$ cat config.mk
export PLATFORM = sky130hd
export DESIGN_NAME = vip_gray_stream_gen_flat
export DESIGN_NICKNAME = d
export VERILOG_FILES = /design/src/rtl/vip_pkg.sv /design/src/rtl/vip_gray_stream_gen_if.sv /design/src/rtl/vip_pattern_pixel.sv /design/src/rtl/vip_gray_stream_gen.sv /design/src/flat_wrapper.sv
export SDC_FILE = /design/constraint.sdc
export NUM_CORES = 1
export LEC_CHECK = 0
export ABC_AREA = 0
export CAP_MARGIN = 20
export CORE_AREA = 2 2 80 82
export DETAILED_ROUTE_END_ITERATION = 12
export DIE_AREA = 0 0 82 84
export PLACE_DENSITY_LB_ADDON = 0.25
export SLEW_MARGIN = 5
export SYNTH_ARGS = -nofsm -noshare
export SYNTH_HDL_FRONTEND = slang
export SYNTH_SLANG_ARGS = --single-unit
$ cat constraint.sdc
create_clock -name clk -period 2.49 [get_ports clk]
set_input_delay 0.249 -clock clk [delete_from_list [all_inputs] [get_ports clk]]
set_output_delay 0.249 -clock clk [all_outputs]
set_load 0.02 [all_outputs]
$ cat src/rtl/vip_pkg.sv
// Shared definitions for the VIP gray stream generator: pattern codes,
// FSM state encoding and a counter-width helper.
package vip_pkg;

  localparam logic [1:0] PAT_CONST = 2'd0;
  localparam logic [1:0] PAT_HRAMP = 2'd1;
  localparam logic [1:0] PAT_VRAMP = 2'd2;
  localparam logic [1:0] PAT_CHECK = 2'd3;

  typedef enum logic [2:0] {
    ST_IDLE       = 3'd0,
    ST_VS_LEAD    = 3'd1,
    ST_LINE_ACT   = 3'd2,
    ST_LINE_BLANK = 3'd3,
    ST_V_BLANK    = 3'd4
  } state_t;

  // Bits needed for a counter running 0..n-1, never less than one bit.
  function automatic int cnt_width(input int n);
    return (n <= 2) ? 1 : $clog2(n);
  endfunction

endpackage

$ cat src/rtl/vip_gray_stream_gen_if.sv
// Camera-style gray video stream: frame valid, line valid, pixel strobe, Y.
interface vip_gray_stream_gen_if;
  // Push-only stream with no back-pressure: per_img_Y is meaningful only in
  // a cycle where per_frame_clken is high, which implies href and vsync high.
  logic       per_frame_vsync;
  logic       per_frame_href;
  logic       per_frame_clken;
  logic [7:0] per_img_Y;

  modport master (
    output per_frame_vsync,
    output per_frame_href,
    output per_frame_clken,
    output per_img_Y
  );

  modport slave (
    input per_frame_vsync,
    input per_frame_href,
    input per_frame_clken,
    input per_img_Y
  );
endinterface

$ cat src/rtl/vip_pattern_pixel.sv
// Combinational test-pattern pixel: maps (pattern, const, x, y) to an 8-bit
// gray value. Ramps use the low byte of the coordinate, so they wrap at 256.
module vip_pattern_pixel
  import vip_pkg::*;
(
  input  logic [1:0] pattern_i,
  input  logic [7:0] const_y_i,
  input  logic [7:0] x_i,
  input  logic [7:0] y_i,
  output logic [7:0] pix_o
);

  always_comb begin
    pix_o = 8'h00;
    unique case (pattern_i)
      PAT_CONST: pix_o = const_y_i;
      PAT_HRAMP: pix_o = x_i;
      PAT_VRAMP: pix_o = y_i;
      PAT_CHECK: pix_o = (x_i[3] ^ y_i[3]) ? 8'hFF : 8'h00;
      default:   pix_o = 8'h00;
    endcase
  end

endmodule

$ cat src/rtl/vip_gray_stream_gen.sv
// Synthetic gray-frame source with camera front-end vsync/href/clken/Y timing.
// Whole frames only: enable is looked at in IDLE and at the end of V_BLANK.
module vip_gray_stream_gen
  import vip_pkg::*;
#(
  parameter int IMG_W   = 640,
  parameter int IMG_H   = 480,
  parameter int H_BLANK = 160,
  parameter int VS_LEAD = 16,
  parameter int V_BLANK = 1000,
  parameter int CLK_DIV = 1
) (
  input  logic                       clk,
  input  logic                       rst_n,
  input  logic                       enable,
  input  logic [1:0]                 pattern_sel,
  input  logic [7:0]                 const_Y,
  vip_gray_stream_gen_if.master      vid,
  output logic                       frame_start,
  output logic                       frame_done,
  output logic                       busy,
  output state_t                     state_o
);

  localparam int XW    = cnt_width(IMG_W);
  localparam int YW    = cnt_width(IMG_H);
  localparam int DW    = cnt_width(CLK_DIV);
  localparam int CNT_N = (VS_LEAD > H_BLANK) ?
                         ((VS_LEAD > V_BLANK) ? VS_LEAD : V_BLANK) :
                         ((H_BLANK > V_BLANK) ? H_BLANK : V_BLANK);
  localparam int CW    = cnt_width(CNT_N);

  localparam logic [XW-1:0] X_LAST  = XW'(IMG_W - 1);
  localparam logic [YW-1:0] Y_LAST  = YW'(IMG_H - 1);
  localparam logic [DW-1:0] D_LAST  = DW'(CLK_DIV - 1);
  localparam logic [CW-1:0] VS_LAST = CW'(VS_LEAD - 1);
  localparam logic [CW-1:0] HB_LAST = CW'(H_BLANK - 1);
  localparam logic [CW-1:0] VB_LAST = CW'(V_BLANK - 1);

  state_t          state_q, state_d;
  logic [CW-1:0]   cnt_q, cnt_d;
  logic [DW-1:0]   div_q, div_d;
  logic [XW-1:0]   xpos_q, xpos_d;
  logic [YW-1:0]   ypos_q, ypos_d;
  logic [1:0]      pat_q, pat_d;
  logic [7:0]      cy_q, cy_d;

  logic            vsync_q, vsync_d;
  logic            href_q, href_d;
  logic            clken_q, clken_d;
  logic [7:0]      pix_q, pix_d;
  logic            fs_q, fs_d;
  logic            fd_q, fd_d;
  logic            busy_q, busy_d;
  logic [7:0]      pix_w;

  // State, counters and output registers.
  always_ff @(posedge clk) begin
    if (!rst_n) begin
      state_q <= ST_IDLE;
      cnt_q   <= '0;
      div_q   <= '0;
      xpos_q  <= '0;
      ypos_q  <= '0;
      pat_q   <= '0;
      cy_q    <= '0;
      vsync_q <= 1'b0;
      href_q  <= 1'b0;
      clken_q <= 1'b0;
      pix_q   <= 8'h00;
      fs_q    <= 1'b0;
      fd_q    <= 1'b0;
      busy_q  <= 1'b0;
    end else begin
      state_q <= state_d;
      cnt_q   <= cnt_d;
      div_q   <= div_d;
      xpos_q  <= xpos_d;
      ypos_q  <= ypos_d;
      pat_q   <= pat_d;
      cy_q    <= cy_d;
      vsync_q <= vsync_d;
      href_q  <= href_d;
      clken_q <= clken_d;
      pix_q   <= pix_d;
      fs_q    <= fs_d;
      fd_q    <= fd_d;
      busy_q  <= busy_d;
    end
  end

  // Next state: cnt_q times the lead/blank phases, div_q/xpos_q the active line.
  always_comb begin
    state_d = state_q;
    cnt_d   = cnt_q;
    div_d   = div_q;
    xpos_d  = xpos_q;
    ypos_d  = ypos_q;
    pat_d   = pat_q;
    cy_d    = cy_q;
    unique case (state_q)
      ST_IDLE: begin
        if (enable) begin
          state_d = ST_VS_LEAD;
          cnt_d   = '0;
          pat_d   = pattern_sel;
          cy_d    = const_Y;
        end
      end
      ST_VS_LEAD: begin
        if (cnt_q == VS_LAST) begin
          state_d = ST_LINE_ACT;
          cnt_d   = '0;
          div_d   = '0;
          xpos_d  = '0;
          ypos_d  = '0;
        end else begin
          cnt_d = cnt_q + 1'b1;
        end
      end
      ST_LINE_ACT: begin
        if (div_q == D_LAST) begin
          div_d = '0;
          if (xpos_q == X_LAST) begin
            state_d = ST_LINE_BLANK;
            cnt_d   = '0;
          end else begin
            xpos_d = xpos_q + 1'b1;
          end
        end else begin
          div_d = div_q + 1'b1;
        end
      end
      ST_LINE_BLANK: begin
        if (cnt_q == HB_LAST) begin
          cnt_d = '0;
          if (ypos_q == Y_LAST) begin
            state_d = ST_V_BLANK;
          end else begin
            state_d = ST_LINE_ACT;
            ypos_d  = ypos_q + 1'b1;
            xpos_d  = '0;
            div_d   = '0;
          end
        end else begin
          cnt_d = cnt_q + 1'b1;
        end
      end
      ST_V_BLANK: begin
        if (cnt_q == VB_LAST) begin
          cnt_d = '0;
          if (enable) begin
            state_d = ST_VS_LEAD;
            pat_d   = pattern_sel;
            cy_d    = const_Y;
          end else begin
            state_d = ST_IDLE;
          end
        end else begin
          cnt_d = cnt_q + 1'b1;
        end
      end
      default: state_d = ST_IDLE;
    endcase
  end

  vip_pattern_pixel u_pix (
    .pattern_i (pat_d),
    .const_y_i (cy_d),
    .x_i       (8'(xpos_d)),
    .y_i       (8'(ypos_d)),
    .pix_o     (pix_w)
  );

  // Outputs are decoded from the next state so the registers line up with it.
  always_comb begin
    vsync_d = (state_d == ST_VS_LEAD) || (state_d == ST_LINE_ACT) ||
              (state_d == ST_LINE_BLANK);
    href_d  = (state_d == ST_LINE_ACT);
    clken_d = href_d && (div_d == '0);
    pix_d   = clken_d ? pix_w : 8'h00;
    fs_d    = (state_d == ST_VS_LEAD) && (state_q != ST_VS_LEAD);
    fd_d    = (state_d == ST_V_BLANK) && (state_q != ST_V_BLANK);
    busy_d  = (state_d != ST_IDLE);
  end

  assign vid.per_frame_vsync = vsync_q;
  assign vid.per_frame_href  = href_q;
  assign vid.per_frame_clken = clken_q;
  assign vid.per_img_Y       = pix_q;
  assign frame_start         = fs_q;
  assign frame_done          = fd_q;
  assign busy                = busy_q;
  assign state_o             = state_q;

endmodule

$ cat src/flat_wrapper.sv
// flat-port wrapper written by rule: the top's interface ports become plain ports
module vip_gray_stream_gen_flat import vip_pkg::*;
#(
  parameter int IMG_W   = 640,
  parameter int IMG_H   = 480,
  parameter int H_BLANK = 160,
  parameter int VS_LEAD = 16,
  parameter int V_BLANK = 1000,
  parameter int CLK_DIV = 1
)
  (clk, rst_n, enable, pattern_sel, const_Y, frame_start, frame_done, busy, state_o, vid_per_frame_vsync, vid_per_frame_href, vid_per_frame_clken, vid_per_img_Y);
  vip_gray_stream_gen_if vid_i ();
  input  logic clk;
  input  logic rst_n;
  input  logic enable;
  input  logic [1:0] pattern_sel;
  input  logic [7:0] const_Y;
  output logic frame_start;
  output logic frame_done;
  output logic busy;
  output state_t state_o;
  output wire logic [$bits(vid_i.per_frame_vsync)-1:0] vid_per_frame_vsync;
  output wire logic [$bits(vid_i.per_frame_href)-1:0] vid_per_frame_href;
  output wire logic [$bits(vid_i.per_frame_clken)-1:0] vid_per_frame_clken;
  output wire logic [$bits(vid_i.per_img_Y)-1:0] vid_per_img_Y;
  assign vid_per_frame_vsync = vid_i.per_frame_vsync;
  assign vid_per_frame_href = vid_i.per_frame_href;
  assign vid_per_frame_clken = vid_i.per_frame_clken;
  assign vid_per_img_Y = vid_i.per_img_Y;
  vip_gray_stream_gen #(.IMG_W(IMG_W), .IMG_H(IMG_H), .H_BLANK(H_BLANK), .VS_LEAD(VS_LEAD), .V_BLANK(V_BLANK), .CLK_DIV(CLK_DIV)) u_core (.clk(clk), .rst_n(rst_n), .enable(enable), .pattern_sel(pattern_sel), .const_Y(const_Y), .vid(vid_i), .frame_start(frame_start), .frame_done(frame_done), .busy(busy), .state_o(state_o));
endmodule
== Word level (Yosys, flattened, before mapping) ==
Index checks and enable logic that the tools add are counted.
Word-level totals
  input bits: 13
  output and inout bits: 17
  register bits: 57
  logic and storage cells: 101
Cells by class
  $add $sub $neg: 4
  equal/unequal tests: 25
  reduce and logical (&&, ||, !) cells: 15
  bitwise gates (word level): 2
  mux-type cells: 39
Operator list (number)
  $mux W10: 11
  $pmux W10 S5: 1
  $pmux W8 S4: 1
  $pmux W10 S3: 1
  $mux W9: 3
  $mux W8: 3
  $mux W3: 7
  $add A10 B1 Y10 const B: 2
  $eq A10 B10 Y1 const B: 2
  $pmux W9 S2: 1
  $pmux W8 S2: 1
  $pmux W3 S5: 1
  $eq A3 B2 Y1 const B: 4
  $eq A10 B4 Y1 const B: 1
  $eq A10 B8 Y1 const B: 1
  $add A9 B1 Y9 const B: 1
  $eq A9 B9 Y1 const B: 1
  $ne A2 B2 Y1 const B: 4
  $reduce_and A4 Y1: 2
  $eq A3 B1 Y1 const B: 2
  $eq A3 B3 Y1 const B: 2
  $ne A2 B1 Y1 const B: 3
  $reduce_and A6 Y1: 1
  $reduce_bool A3 Y1: 2
  other kinds (18): 27

== Longest topological paths before layout ==
  depth in word-level cells: 7
  mapped depth: 10
  gate-level depth less buffers: 8

== Hierarchy ==
From an unflattened synthesis, not the netlist that was laid out.
Second synthesis, totals
  cell total of the unflattened synthesis: 361
  area total of the unflattened synthesis: 3111.7 um^2
Modules (own cells, without submodules)
  vip_gray_stream_gen: area each 2881.5 um^2, cells each 330, instances 1, seq. area each 1141.1 um^2
  vip_pattern_pixel: area each 230.2 um^2, cells each 31, instances 1, seq. area each 0.0 um^2

== Least setup slack after synthesis ==
OpenSTA, ideal clock, no wires.
  path type: register -> register
  start: register u_core.state_q[1] (netlist: u_core.state_o[1])
  end: register u_core.cnt_q[8]
  required time: 2.356 ns
  cell stages (with the launch flop): 11
  path slack: -0.088 ns
  data arrival time: 2.443 ns
  buffers on the path: 3
  library setup time: 0.134 ns
  period minus slack after synthesis: 2.578 ns
  cell sequence: dfxtp_1 buf_4 or3b_1 buf_6 o41ai_1 o211a_1 buf_6 inv_4 or4_4 xor2_1 nor2_2
On the way
  cells in the longest elaborated chain, start to end: 3
  elaborated cells on any way between the ends: 11
  those cells by class: 7 x eq/ne; 1 x mux; 3 x reduce/logical
RTL lines
  start, declared: line vip_gray_stream_gen.sv:40  | state_t state_q, state_d;
  start signal, assigned: line vip_gray_stream_gen.sv:75  | state_q <= state_d;
  $eq A3 B1 Y1, or another cell as far along: line vip_gray_stream_gen.sv:101  | unique case (state_q)
  $reduce_bool A5 Y1 (no source line), or another cell as far along
  $reduce_and A4 Y1 (no source line)
  end signal, assigned: line vip_gray_stream_gen.sv:76  | cnt_q <= cnt_d;
  end, declared: line vip_gray_stream_gen.sv:41  | logic [CW-1:0] cnt_q, cnt_d;
Parallel ways exist; a longest one is shown, timed or not.
A chain may end at the register's enable or synchronous reset.

== Worst setup path after layout ==
  start: register u_core.cnt_q[1]
  end: register u_core.pix_q[5] (netlist: u_core.vid.per_img_Y[5])
On the way
  cells in the longest elaborated chain, start to end: 6
  elaborated cells on any way between the ends: 31
  those cells by class: 7 x eq/ne; 19 x mux; 2 x bitwise; 3 x reduce/logical
RTL lines
  $eq A10 B8 Y1, or another cell as far along: line vip_gray_stream_gen.sv:135  | if (cnt_q == HB_LAST) begin
  $mux W10, or another cell as far along: line vip_gray_stream_gen.sv:135
  $pmux W10 S3, or another cell as far along: line vip_gray_stream_gen.sv:101
  $xor A1 B1 Y1, or another cell as far along: line vip_pattern_pixel.sv:19  | PAT_CHECK: pix_o = (x_i[3] ^ y_i[3]) ? 8'hFF : 8'h00;
  $mux W8 / $logic_and A1 B1 Y1 (equally long branches): line vip_pattern_pixel.sv:19, vip_gray_stream_gen.sv:180
  $pmux W8 S4 / $reduce_and A2 Y1 (equally long branches)
  end signal, assigned: line vip_gray_stream_gen.sv:85  | pix_q <= pix_d;
  end, declared: line vip_gray_stream_gen.sv:51  | logic [7:0] pix_q, pix_d;
Parallel ways exist; a longest one is shown, timed or not. The select of a mux whose other input is x is not followed.

==> results_dict.tcl <==
set metrics [dict create \
    ys_ff_latch 57 \
    final_common_cell "dfxtp_1" \
    final-setup-viol-count 0 \
    cts_tree "yes" \
    slowest_stage "or4_1" \
    tightest_slew_ns 0.622 \
    drive_gt1_share_pct 19.7 \
    routed_wirelength_um 7330 \
    multi_input_area_sq_mm 0.00173 \
    die_area_sq_mm 0.00689 \
    ys_seq_area_share_pct 38.5 \
    gp_congestion 0.897 \
    area_delta_synth_final_pct 27.5 \
    die_h_um 84 \
    placed_cells 468 \
    async_flop_share_pct 0 \
    synth_area_leader_cell "dfxtp_1" \
    finalNonFillerCells 484 \
    cts-root-buf "clkbuf_8" \
    cts_buffers 9 \
    antenna_found_initial 0 \
    hold_class "register to register" \
    synth-main-ff-cell "dfxtp_1" \
    ctsHtreeMaxLevel 3 \
    grt_use_total_pct 22.5 \
    slowest_delay_ns 0.60 \
    io_buffers 29 \
    crit_chain "ha_2, and3_2, nand2_1, or4_1, nor3_2, a21oi_1, mux2_2, a221oi_1" \
    grt_max_degree 34 \
    cp-end-kind "register" \
    overflow 0 \
    slew_viol_final 0 \
    crit_family "simple AND/OR/NAND/NOR gates" \
    vias_per_cell 5.57 \
    hold_viol_final 0 \
    vias 2694 \
    synth.top_cells.by_area "dfxtp_1, nor2_1, nand2_1, mux2i_1, and2_1" \
    n_antenna_cell 0 \
    dr.pass1.iters 4 \
    syn_inst 344 \
    initial_core_util_pct 48.6 \
    slew_headroom_pct 58.0 \
    yosysWarnings 0 \
    clkTransAtPathRegs_ns 0.07 \
    critical_path_buf_inv_count 0 \
    grt_pass1_wl_um 11800 \
    hold_ws_ns 0.478 \
    drt_iter0_drc 167 \
    wl_per_cell_um 15.1 \
    final_area_sq_mm 0.00377 \
    cap_violations 0 \
    total_power_w 0.00211 \
    avgSynthCellArea_sq_um 8.61 \
    nets 418 \
    max_clock_freq_mhz 421 \
    max-vdd-ir-drop_mv 0.296 \
    synth_cell_types 65 \
    cp.required_ns 2.75 \
    fillers 553 \
    synth_nets 360 \
    synth_top_area_share_pct 38.5 \
    crit_path_start_kind "register" \
    clock_skew_ns 0.0107 \
    dpl.hpwl_um 5400 \
    grt_pass1_vias 2505 \
    coreArea_sq_mm 0.00610 \
    synth_edf_count 0 \
    rows 29 \
    crit_path_max_fanout 4 \
    cts_buffer_depth 2 \
    cts-hold-fix-buffers 0 \
    leakagePower_nw 1.48 \
    die_w_um 82 \
    netlist_area_sq_mm 0.00296 \
    outcome "completed" \
    final_cell_mix "dfxtp_1, nor2_1, buf_4" \
    postCtsSetupBuffers 0 \
    insertion_delay_ns 0.35 \
    drcViolationCount 0 \
    crit_type "register to register" \
    min_period_ns 2.38 \
    clkSinkCount 57 \
    finalCritPeriodShare_pct 95.5 \
    grt_setup_unrepaired "yes" \
    seqCellArea_sq_mm 0.00114 \
    top_level_ports 30 \
    ant_nets 0 \
    powerDensity_mw_per_mm2 559 \
    post_cts_resized 0 \
    cp.arrival_ns 2.64 \
    fin_util_pct 61.9 \
    placed_area_sq_mm 0.00351 \
]
[power breakdown]
group          leakage (nW)  internal, W  switching, W
sequential            0.463     0.000930    0.00000626
clock                 0.106     0.000571      0.000412
combinational         0.913    0.0000883      0.000102
[stage by stage]
stage / setup WS, ns / setup TNS (ns)
2_1_floorplan: 0.00522 / 0
3_3_place_gp: 0.0968 / 0
3_5_place_dp: 0.0440 / 0
4_1_cts: 0.0232 / 0
5_1_grt: -0.0137 / -0.0137
6_report: 0.112 / 0
[logic make-up (layout without fill, tap and decap cells)]
| family | count (synthesis) | after routing | synth area share [%] |
|---|---|---|---|
| AOI/OAI and AO/OA | 65 | 65 | 15.0 |
| xor gates and xnor gates | 13 | 13 | 4.10 |
| adders and majority gates | 3 | 3 | 1.27 |
| buffers and inverters | 24 | 87 | 3.97 |
| DFF | 57 | 57 | 38.5 |
| muxes | 17 | 17 | 6.00 |
| and+or+nand+nor | 165 | 165 | 31.1 |
[sequential cells by signal, indices dropped and copies added (netlist names), 2 cells and up]
| signal | flops |
|---|---|
| u_core.ypos_q | 9 |
| u_core.pat_q | 2 |
| u_core.cy_q | 8 |
| u_core.cnt_q | 10 |
| u_core.state_o | 3 |
| u_core.vid.per_img_Y | 8 |
| u_core.xpos_q | 10 |
[final timing paths]
| path | from | end | slack (ns) | cells past startpoint |
|---|---|---|---|---|
| max reg2reg | u_core.cnt_q[1]$_SDFFE_PN0P_ | u_core.vid.per_img_Y[5]$_SDFF_PN0_ | 0.11 | 8 |
| min reg2reg | u_core.cnt_q[1]$_SDFFE_PN0P_ | u_core.cnt_q[1]$_SDFFE_PN0P_ | 0.48 | 2 |
| max | u_core.cnt_q[1]$_SDFFE_PN0P_ | u_core.vid.per_img_Y[5]$_SDFF_PN0_ | 0.11 | 8 |
| min | u_core.cnt_q[1]$_SDFFE_PN0P_ | u_core.cnt_q[1]$_SDFFE_PN0P_ | 0.48 | 2 |
[final cells by class]
cell class                      count  share of cell area, %
Sequential cell                    57                   30.3
Clock buffer                        9                   3.28
Inverter                            9                  0.962
Clock inverter                      7                   2.69
Timing Repair Buffer               62                   14.3
Tap cell                           77                   2.55
Multi-Input combinational cell    263                   46.0
[cells in the mapped netlist (all sizes together), types with 3 or more instances]
cell type,n
and3,8
a31oi,6
o22ai,5
nand3,14
and2,16
dfxtp,57
nor2b,14
xor2,9
clkbuf,7
ha,3
or4,3
nand4,6
buf,8
o31ai,3
mux2i,11
nand2,32
o21ai,16
nor3,13
xnor2,4
inv,9
nor4,6
a21oi,13
mux2,6
nor2,38
[per-layer routing]
layer	GRT usage, %	up-vias	share of wire (%)
met1	30.1	1292	47
met2	33.6	44	47
met4	8.79	0	2.0
met5	0	-	0
met3	6.82	11	3.4
li1	-	1347	-
[worst min-delay path, stage by stage, from the launching register on]
cell     delay [ns]
dfxtp_1        0.33
nand2_1        0.06
a21oi_1        0.05
Note: power is estimated with default switching activity, not from simulation.
